### src/rtl/ks_adder_pipe_pkg.sv
// Shared helpers for the pipelined Kogge-Stone adder: width/latency math and limits.
package ks_pkg;

  localparam int KS_MAX_WIDTH = 64;

  // Ceiling log2 for elaboration-time sizing; bounded loop so it stays a constant function.
  function automatic int ks_clog2(input int n);
    int r;
    r = 0;
    for (int i = 0; i < 31; i++) begin
      if ((1 << i) < n) r = i + 1;
    end
    return r;
  endfunction

  // Cycles from an accepted beat to out_valid: one preprocessing register plus one
  // register per group of prefix levels (the last group's register is the output register).
  function automatic int ks_latency(input int width, input int lps);
    int l;
    l = ks_clog2(width);
    return (l + lps - 1) / lps + 1;
  endfunction

endpackage

### src/rtl/ks_adder_pipe_prefix_level.sv
// One Kogge-Stone prefix level: merges each (P,G) pair with the pair DIST bits below it.
module ks_prefix_level #(
  parameter int WIDTH = 8,
  parameter int DIST  = 1
) (
  input  logic [WIDTH-1:0] p_in,
  input  logic [WIDTH-1:0] g_in,
  output logic [WIDTH-1:0] p_out,
  output logic [WIDTH-1:0] g_out
);

  // Bits below DIST have no partner at this span and pass through unchanged.
  always_comb begin
    p_out = p_in;
    g_out = g_in;
    for (int i = DIST; i < WIDTH; i++) begin
      g_out[i] = g_in[i] | (p_in[i] & g_in[i-DIST]);
      p_out[i] = p_in[i] & p_in[i-DIST];
    end
  end

endmodule

### src/rtl/ks_adder_pipe.sv
// Pipelined Kogge-Stone adder/subtractor with a global-stall valid/ready stream.
// Optional build macro: KS_ADDER_PIPE_SAT_EN saturates s on signed overflow.
//
// Handshake: a beat moves on every edge where adv = ~out_valid | out_ready.
// in_ready equals adv, so an input beat is taken when in_valid & in_ready; all
// stages shift together and bubbles stay in place. When adv is low every stage
// and the output registers hold, so s/cout/ovf are stable while out_valid waits.
module ks_adder_pipe
  import ks_pkg::*;
#(
  parameter int WIDTH         = 8,
  parameter int LVL_PER_STAGE = 1
) (
  input  logic             clk,
  input  logic             rst,
  input  logic             in_valid,
  output logic             in_ready,
  input  logic [WIDTH-1:0] a,
  input  logic [WIDTH-1:0] b,
  input  logic             cin,
  input  logic             sub,
  output logic             out_valid,
  input  logic             out_ready,
  output logic [WIDTH-1:0] s,
  output logic             cout,
  output logic             ovf
);

  localparam int L    = ks_clog2(WIDTH);
  localparam int NSTG = ks_latency(WIDTH, LVL_PER_STAGE) - 1;
  localparam int MSB  = WIDTH - 1;

  logic adv;
  assign adv      = ~out_valid | out_ready;
  assign in_ready = adv;

  logic [WIDTH-1:0] b_eff, p_pre, g_pre;
  logic             c0;

  // Operand preprocessing; the carry-in is folded into G[0] so the prefix tree needs no extra input.
  always_comb begin
    b_eff    = sub ? ~b : b;
    c0       = sub | cin;
    p_pre    = a ^ b_eff;
    g_pre    = a & b_eff;
    g_pre[0] = (a[0] & b_eff[0]) | ((a[0] | b_eff[0]) & c0);
  end

  // Stage registers 0..NSTG-1: index 0 holds preprocessed operands, later ones hold partial prefixes.
  logic [WIDTH-1:0] st_p  [NSTG];
  logic [WIDTH-1:0] st_g  [NSTG];
  logic [WIDTH-1:0] st_p0 [NSTG];
  logic             st_c0 [NSTG];
  logic             st_am [NSTG];
  logic             st_bm [NSTG];
  logic [NSTG-1:0]  st_v;

  logic [WIDTH-1:0] lvl_pin  [L];
  logic [WIDTH-1:0] lvl_gin  [L];
  logic [WIDTH-1:0] lvl_pout [L];
  logic [WIDTH-1:0] lvl_gout [L];

  // A level whose index is a multiple of LVL_PER_STAGE starts a new stage and reads a register.
  for (genvar k = 0; k < L; k++) begin : g_lvl
    if (k % LVL_PER_STAGE == 0) begin : g_from_reg
      assign lvl_pin[k] = st_p[k / LVL_PER_STAGE];
      assign lvl_gin[k] = st_g[k / LVL_PER_STAGE];
    end else begin : g_from_lvl
      assign lvl_pin[k] = lvl_pout[k-1];
      assign lvl_gin[k] = lvl_gout[k-1];
    end
    ks_prefix_level #(
      .WIDTH (WIDTH),
      .DIST  (1 << k)
    ) u_lvl (
      .p_in  (lvl_pin[k]),
      .g_in  (lvl_gin[k]),
      .p_out (lvl_pout[k]),
      .g_out (lvl_gout[k])
    );
  end

  // Datapath stage registers; not reset because the valid bits qualify them.
  always_ff @(posedge clk) begin
    if (adv) begin
      st_p[0]  <= p_pre;
      st_g[0]  <= g_pre;
      st_p0[0] <= p_pre;
      st_c0[0] <= c0;
      st_am[0] <= a[MSB];
      st_bm[0] <= b_eff[MSB];
      for (int j = 1; j < NSTG; j++) begin
        st_p[j]  <= lvl_pout[j*LVL_PER_STAGE-1];
        st_g[j]  <= lvl_gout[j*LVL_PER_STAGE-1];
        st_p0[j] <= st_p0[j-1];
        st_c0[j] <= st_c0[j-1];
        st_am[j] <= st_am[j-1];
        st_bm[j] <= st_bm[j-1];
      end
    end
  end

  logic [WIDTH-1:0] g_fin, carry, s_raw, s_nxt;
  logic             cout_nxt, ovf_nxt;
  assign g_fin = lvl_gout[L-1];

  // Final stage: sum bits from the saved propagate vector and the group generates one bit below.
  always_comb begin
    carry    = {g_fin[WIDTH-2:0], st_c0[NSTG-1]};
    s_raw    = st_p0[NSTG-1] ^ carry;
    cout_nxt = g_fin[MSB];
    ovf_nxt  = (st_am[NSTG-1] == st_bm[NSTG-1]) && (s_raw[MSB] != st_am[NSTG-1]);
    s_nxt    = s_raw;
`ifdef KS_ADDER_PIPE_SAT_EN
    if (ovf_nxt) s_nxt = st_am[NSTG-1] ? {1'b1, {MSB{1'b0}}} : {1'b0, {MSB{1'b1}}};
`endif
  end

  // Valid chain and output registers; reset drops every in-flight beat.
  always_ff @(posedge clk) begin
    if (rst) begin
      st_v      <= '0;
      out_valid <= 1'b0;
      s         <= '0;
      cout      <= 1'b0;
      ovf       <= 1'b0;
    end else if (adv) begin
      st_v[0] <= in_valid;
      for (int j = 1; j < NSTG; j++) st_v[j] <= st_v[j-1];
      out_valid <= st_v[NSTG-1];
      if (st_v[NSTG-1]) begin
        s    <= s_nxt;
        cout <= cout_nxt;
        ovf  <= ovf_nxt;
      end
    end
  end

endmodule

### config.mk
export PLATFORM = sky130hd
export DESIGN_NAME = ks_adder_pipe
export DESIGN_NICKNAME = d
export VERILOG_FILES = /design/src/rtl/ks_adder_pipe_pkg.sv /design/src/rtl/ks_adder_pipe_prefix_level.sv /design/src/rtl/ks_adder_pipe.sv
export SDC_FILE = /design/constraint.sdc
export NUM_CORES = 1
export LEC_CHECK = 0
export CORE_MARGIN = 4
export CORE_UTILIZATION = 30
export CTS_BUF_LIST = sky130_fd_sc_hd__clkbuf_4 sky130_fd_sc_hd__clkbuf_8
export DETAILED_ROUTE_END_ITERATION = 12
export PLACE_DENSITY_LB_ADDON = 0.15
export SLEW_MARGIN = 15
export SYNTH_ARGS = -nofsm -noshare
export SYNTH_HDL_FRONTEND = slang
export SYNTH_HIERARCHICAL = 1
export SYNTH_SLANG_ARGS = --single-unit
### constraint.sdc
create_clock -name clk -period 2.2 [get_ports clk]
set_input_delay 0.33 -clock clk [delete_from_list [all_inputs] [get_ports clk]]
set_output_delay 0.33 -clock clk [all_outputs]
set_load 0.01 [all_outputs]
[Word level (Yosys, flattened, before mapping)]
Memory sizes are Yosys's and may differ from the RTL's.
Index checks and enable logic that the tools add are counted.
Storage, ports and cells
  register bits after elaboration: 14
  logic and storage cells: 76
  memories: 6
  RAM bits: 81
  ROM bits: 0
  bits in latches: 0
Operators by class
  $add $sub $neg: 0
  div/mod/pow operators: 0
  magnitude comparators: 0
  shift-type cells: 0
  reductions and logical operators: 2
  multipliers: 0
  equality and inequality tests: 2
  bitwise logic cells: 58
  muxes and demuxes: 3
Memory list
  st_g: words 3, width 8, rd ports 3, clocked after memory_dff 0, write ports 3, line ks_adder_pipe.sv:51  | logic [WIDTH-1:0] st_g [NSTG];
  st_p: words 3, width 8, rd ports 3, clocked after memory_dff 0, write ports 3, line ks_adder_pipe.sv:50  | logic [WIDTH-1:0] st_p [NSTG];
  st_p0: words 3, width 8, rd ports 3, clocked after memory_dff 0, write ports 3, line ks_adder_pipe.sv:52  | logic [WIDTH-1:0] st_p0 [NSTG];
  st_am: words 3, width 1, rd ports 3, clocked after memory_dff 0, write ports 3, line ks_adder_pipe.sv:54  | logic st_am [NSTG];
  st_bm: words 3, width 1, rd ports 3, clocked after memory_dff 0, write ports 3, line ks_adder_pipe.sv:55  | logic st_bm [NSTG];
  st_c0: words 3, width 1, rd ports 3, clocked after memory_dff 0, write ports 3, line ks_adder_pipe.sv:53  | logic st_c0 [NSTG];
Operators with widths (count)
  bitwise AND 1 bit: 32
  OR 1 bit: 21
  bitwise XOR 8 bit: 2
  bitwise AND 8 bit: 1
  two-way mux 8 bit: 1
  inverter 8 bit: 1
  two-way mux 1 bit: 2
  AND reduction 2 bit: 1
  equality test 1 bit: 1
  logical AND 1 bit: 1
  inequality test 1 bit: 1
  inverter 1 bit: 1

[Logic depth before layout (Yosys ltp)]
  depth after elaboration: 5
  mapped depth: 6
  depth with buffers taken out: 5

[Modules after synthesis]
The synthesis kept the hierarchy.
Modules (own cells, without submodules)
  ks_adder_pipe: times used 1, cells each 156, seq. area each 2472.4 µm², area each 3014.1 µm²
  ks_prefix_level (g_lvl[2].u_lvl): times used 1, cells each 16, seq. area each 0.0 µm², area each 120.1 µm²
  ks_prefix_level (g_lvl[1].u_lvl): times used 1, cells each 16, seq. area each 0.0 µm², area each 115.1 µm²
  ks_prefix_level (g_lvl[0].u_lvl): times used 1, cells each 16, seq. area each 0.0 µm², area each 113.9 µm²

[Least setup slack after synthesis]
OpenSTA, ideal clock, no wires.
  path type: input -> register
  start: input port out_ready
  end: register s[3]
  slack: 0.609 ns
  stages on the path: 5
  data arrival time: 1.506 ns
  library setup time: 0.086 ns
  path buffers: 2
  cell sequence: nand2b_4 buf_6 buf_4 a21oi_1 a211oi_1
On the way
  cells in the longest elaborated chain, start to end: 2
Ends and longest elaborated chain
  from (decl): line ks_adder_pipe.sv:23  | input logic out_ready,
  OR 1 bit: line ks_adder_pipe.sv:34  | assign adv = ~out_valid | out_ready;
  named net in_ready: line ks_adder_pipe.sv:17  | output logic in_ready,
  AND reduction 2 bit (no line)
  to (signal assigned): line ks_adder_pipe.sv:132  | s <= s_nxt;
  to (decl): line ks_adder_pipe.sv:24  | output logic [WIDTH-1:0] s,
The timed path passes the listed nets, and every way through them passes these cells.
A chain may end at the register's enable or synchronous reset.

[Final worst setup path]
  start: input port out_ready
  end: output port in_ready
On the way
  cells in the longest elaborated chain, start to end: 1
Ends and longest elaborated chain (line)
  OR 1 bit: ks_adder_pipe.sv:34
  to (decl): ks_adder_pipe.sv:17
Every way passes these cells.

==> results_tabular.tex <==
\begin{tabular}{lr}
\hline
Metric & Value \\
\hline
\multicolumn{2}{l}{\textbf{Clock network}} \\
\quad Number of buffers inserted during clock tree synthesis & 9 \\
\quad Buffer cell driving the clock tree root & sky130\_fd\_sc\_hd\_\_clkbuf\_8 \\
\quad Total of hold buffers inserted after clock tree synthesis & 0 \\
\quad Total setup buffers inserted after CTS & 0 \\
\quad CTS H-Tree Depth & 3 \\
\quad Number of buffers on the longest clock path & 2 \\
\quad Clock sinks & 81 \\
\quad Count of instances resized after the clock tree is built & 0 \\
\quad TritonCTS clock tree & yes \\
\quad Clock input transition at the sequential cells of the worst setup and hold paths & 70 ps \\
\quad Clock insertion delay at the later pin of the skew report & 340 ps \\
\multicolumn{2}{l}{\textbf{GRT}} \\
\quad Global-route wire length before repair & 6.87 mm \\
\quad Maximum number of pins on one net before global-route repair & 84 \\
\quad Met2 Resource Use GR & 0.108 \\
\quad GRT overflow & 0 \\
\quad GRT Total Usage & 0.0783 \\
\quad Initial antenna violation count & 0 \\
\quad Met1 Resource Use GR & 0.104 \\
\quad Vias in the first global route & 1391 \\
\quad Global route hottest layer & met2 \\
\quad Met3 track demand over resource in global routing & 0.0411 \\
\multicolumn{2}{l}{\textbf{Setup path}} \\
\quad Crit-path slowest cell & sky130\_fd\_sc\_hd\_\_clkdlybuf4s50\_1 \\
\quad Category of the most critical setup path & in2out \\
\quad Data arrival time of the critical path & 1570 ps \\
\quad Required time of the critical path & 1870 ps \\
\quad Top fanout value on the critical path & 2 \\
\quad Worst path cell trace & clkdlybuf4s50\_1 -> nand2b\_4 -> clkdlybuf4s50\_1 \\
\quad Slowest Stage Delay on Critical Path & 640 ps \\
\quad Critical path startpoint category & input port \\
\quad RR Startpoint & out\_valid \\
\quad Launch point of the critical path & out\_ready \\
\quad Capturing element type of the critical path & primary output \\
\quad Crit path top cell by count & sky130\_fd\_sc\_hd\_\_clkdlybuf4s50\_1 \\
\multicolumn{2}{l}{\textbf{Final layout}} \\
\quad Antenna diode count & 0 \\
\quad Number of nets at the end of the flow & 249 \\
\quad Share of post-route cells with drive strength above 1 & 0.108 \\
\quad Synth-to-layout area growth & 21.7\% \\
\quad Multi-input gate area & 677 um\^{}2 \\
\quad Fill cell total of the finished layout & 927 \\
\quad FF/Latch Area & 0.00229 mm\^{}2 \\
\multicolumn{2}{l}{\textbf{Timing}} \\
\quad Setup-failing EPs final & 0 \\
\quad Total count of max-transition violations in the final report & 0 \\
\quad Final setup TNS & 0 ps \\
\quad Minimum period implied by the final worst setup slack & 1900 ps \\
\quad Setup repair after global routing missed its margin & false \\
\quad Highest clock rate & 526 MHz \\
\quad Max-Slew Margin vs Limit & 0.665 \\
\quad Slew at the pin closest to its max-slew limit & 500 ps \\
\quad Final WS setup & 300 ps \\
\quad Worst Clk Skew & 12.3 ps \\
\quad Final period utilization & 0.864 \\
\quad Hold violation total from the final report & 0 \\
\multicolumn{2}{l}{\textbf{Place}} \\
\quad \# port buffers & 33 \\
\quad HPWL after detailed placement & 2.87 mm \\
\quad Placement Setup Slack & 205 ps \\
\quad GP Congestion & 0.707 \\
\multicolumn{2}{l}{\textbf{Yosys}} \\
\quad Mean post-synth cell area & 16.7 um\^{}2 \\
\quad Synthesized area & 0.00308 mm\^{}2 \\
\quad Synth Warn \# & 6 \\
\quad Syn\_nets & 215 \\
\quad Cells after synthesis & 184 \\
\multicolumn{2}{l}{\textbf{Floorplanning}} \\
\quad Initial standard-cell utilization of the core & 0.312 \\
\quad Total number of placement rows & 36 \\
\quad I/O pin count & 34 \\
\quad Die Width & 109 um \\
\quad Core area & 0.00986 mm\^{}2 \\
\quad Total die area & 0.0119 mm\^{}2 \\
\quad Vertical extent of the die & 109 um \\
\multicolumn{2}{l}{\textbf{Routing}} \\
\quad Remaining routing DRC violations & 0 \\
\quad Detailed router's first-iteration violation count & 57 \\
\quad Detailed-route via count & 1476 \\
\quad Total wire length after detailed routing & 4.29 mm \\
\quad Residual antenna-violating net count after detailed routing & 0 \\
\quad Wire length per cell & 12.1 um \\
\quad Routed vias/inst & 4.16 \\
\quad Drt pass-1 iters & 4 \\
\multicolumn{2}{l}{\textbf{Pwr}} \\
\quad Power per standard cell area & 921 mW/mm\^{}2 \\
\quad Leakage dissipation & 1.47 nW \\
\quad Max VDD drop & 365 uV \\
\multicolumn{2}{l}{\textbf{Flow run}} \\
\quad Number of maximum-capacitance constraint violations & 0 \\
\multicolumn{2}{l}{\textbf{Run status}} \\
\quad Run status & completed \\
\multicolumn{2}{l}{\textbf{Worst hold path}} \\
\quad Hold/Removal Path Class & reg2reg \\
\quad Hold wc startpoint & st\_bm[0][1] \\
\hline
\end{tabular}
[final cells by class]
type	instances	share of cell area
clock buffer	9	0.0331
timing repair buffer	36	0.0975
tap	133	0.0444
multi-input combinational	86	0.181
sequential	81	0.612
inverter	4	0.00401
clock inverter	6	0.0287
[worst paths after layout]
check | slack, ps | cells after the start | end
setup reg to reg | 760 | 4 | ovf
setup / recovery | 300 | 3 | in_ready
hold / removal | 420 | 0 | st_bm[0][2]
hold reg to reg | 420 | 0 | st_bm[0][2]
[stage by stage]
step / area [um^2] / hold WS [ps] / cells / total power, mW / util
2_1_floorplan: 3080 / 398 / 184 / 2.17 / -
3_3_place_gp: 3520 / 403 / 340 / 2.26 / 0.356
3_5_place_dp: 3520 / 407 / 340 / 2.27 / 0.356
4_1_cts: 3750 / 425 / 355 / 3.51 / 0.380
5_1_grt: 3750 / 430 / 355 / 3.63 / 0.380
6_report: 3750 / 422 / 355 / 3.45 / 0.380
[routing by layer]
metal | part of all wire | vias up
met5 | 0 | -
met4 | 0.0070 | 0
met3 | 0.079 | 5
met2 | 0.43 | 45
met1 | 0.48 | 688
li1 | - | 738
[registers in the layout, summed over array words and instances (netlist names)]
| name | count |
|---|---|
| st_am | 3 |
| st_g | 24 |
| st_c0 | 3 |
| st_bm | 3 |
| out_valid | 1 |
| st_v | 3 |
| s | 8 |
| ovf | 1 |
| st_p0 | 16 |
| st_p | 18 |
| cout | 1 |
[critical path, delay by kind of cell]
family | cells | cell delay (ps)
buffers and inverters | 2 | 1100
and+or+nand+nor | 1 | 130
[placed cells by master (no fill, tap or decap), types with 3 or more instances in the layout]
cell type                         count
sky130_fd_sc_hd__a211oi_1             8
sky130_fd_sc_hd__a21o_1              18
sky130_fd_sc_hd__a21oi_1             11
sky130_fd_sc_hd__and2_1               9
sky130_fd_sc_hd__bufinv_16            3
sky130_fd_sc_hd__clkbuf_8             9
sky130_fd_sc_hd__clkdlybuf4s50_1     33
sky130_fd_sc_hd__dfxtp_1             14
sky130_fd_sc_hd__edfxtp_1            67
sky130_fd_sc_hd__ha_1                 9
sky130_fd_sc_hd__inv_1                4
sky130_fd_sc_hd__mux2i_1              3
sky130_fd_sc_hd__nor2_1               3
sky130_fd_sc_hd__xnor2_1              8
sky130_fd_sc_hd__xor2_1               8
[where the power goes]
part           internal (mW)  switching (mW)
sequential              1.88          0.0867
combinational          0.152          0.0984
clock                  0.743           0.488
total                   2.78           0.673
Power figures use the tool's default switching activity.
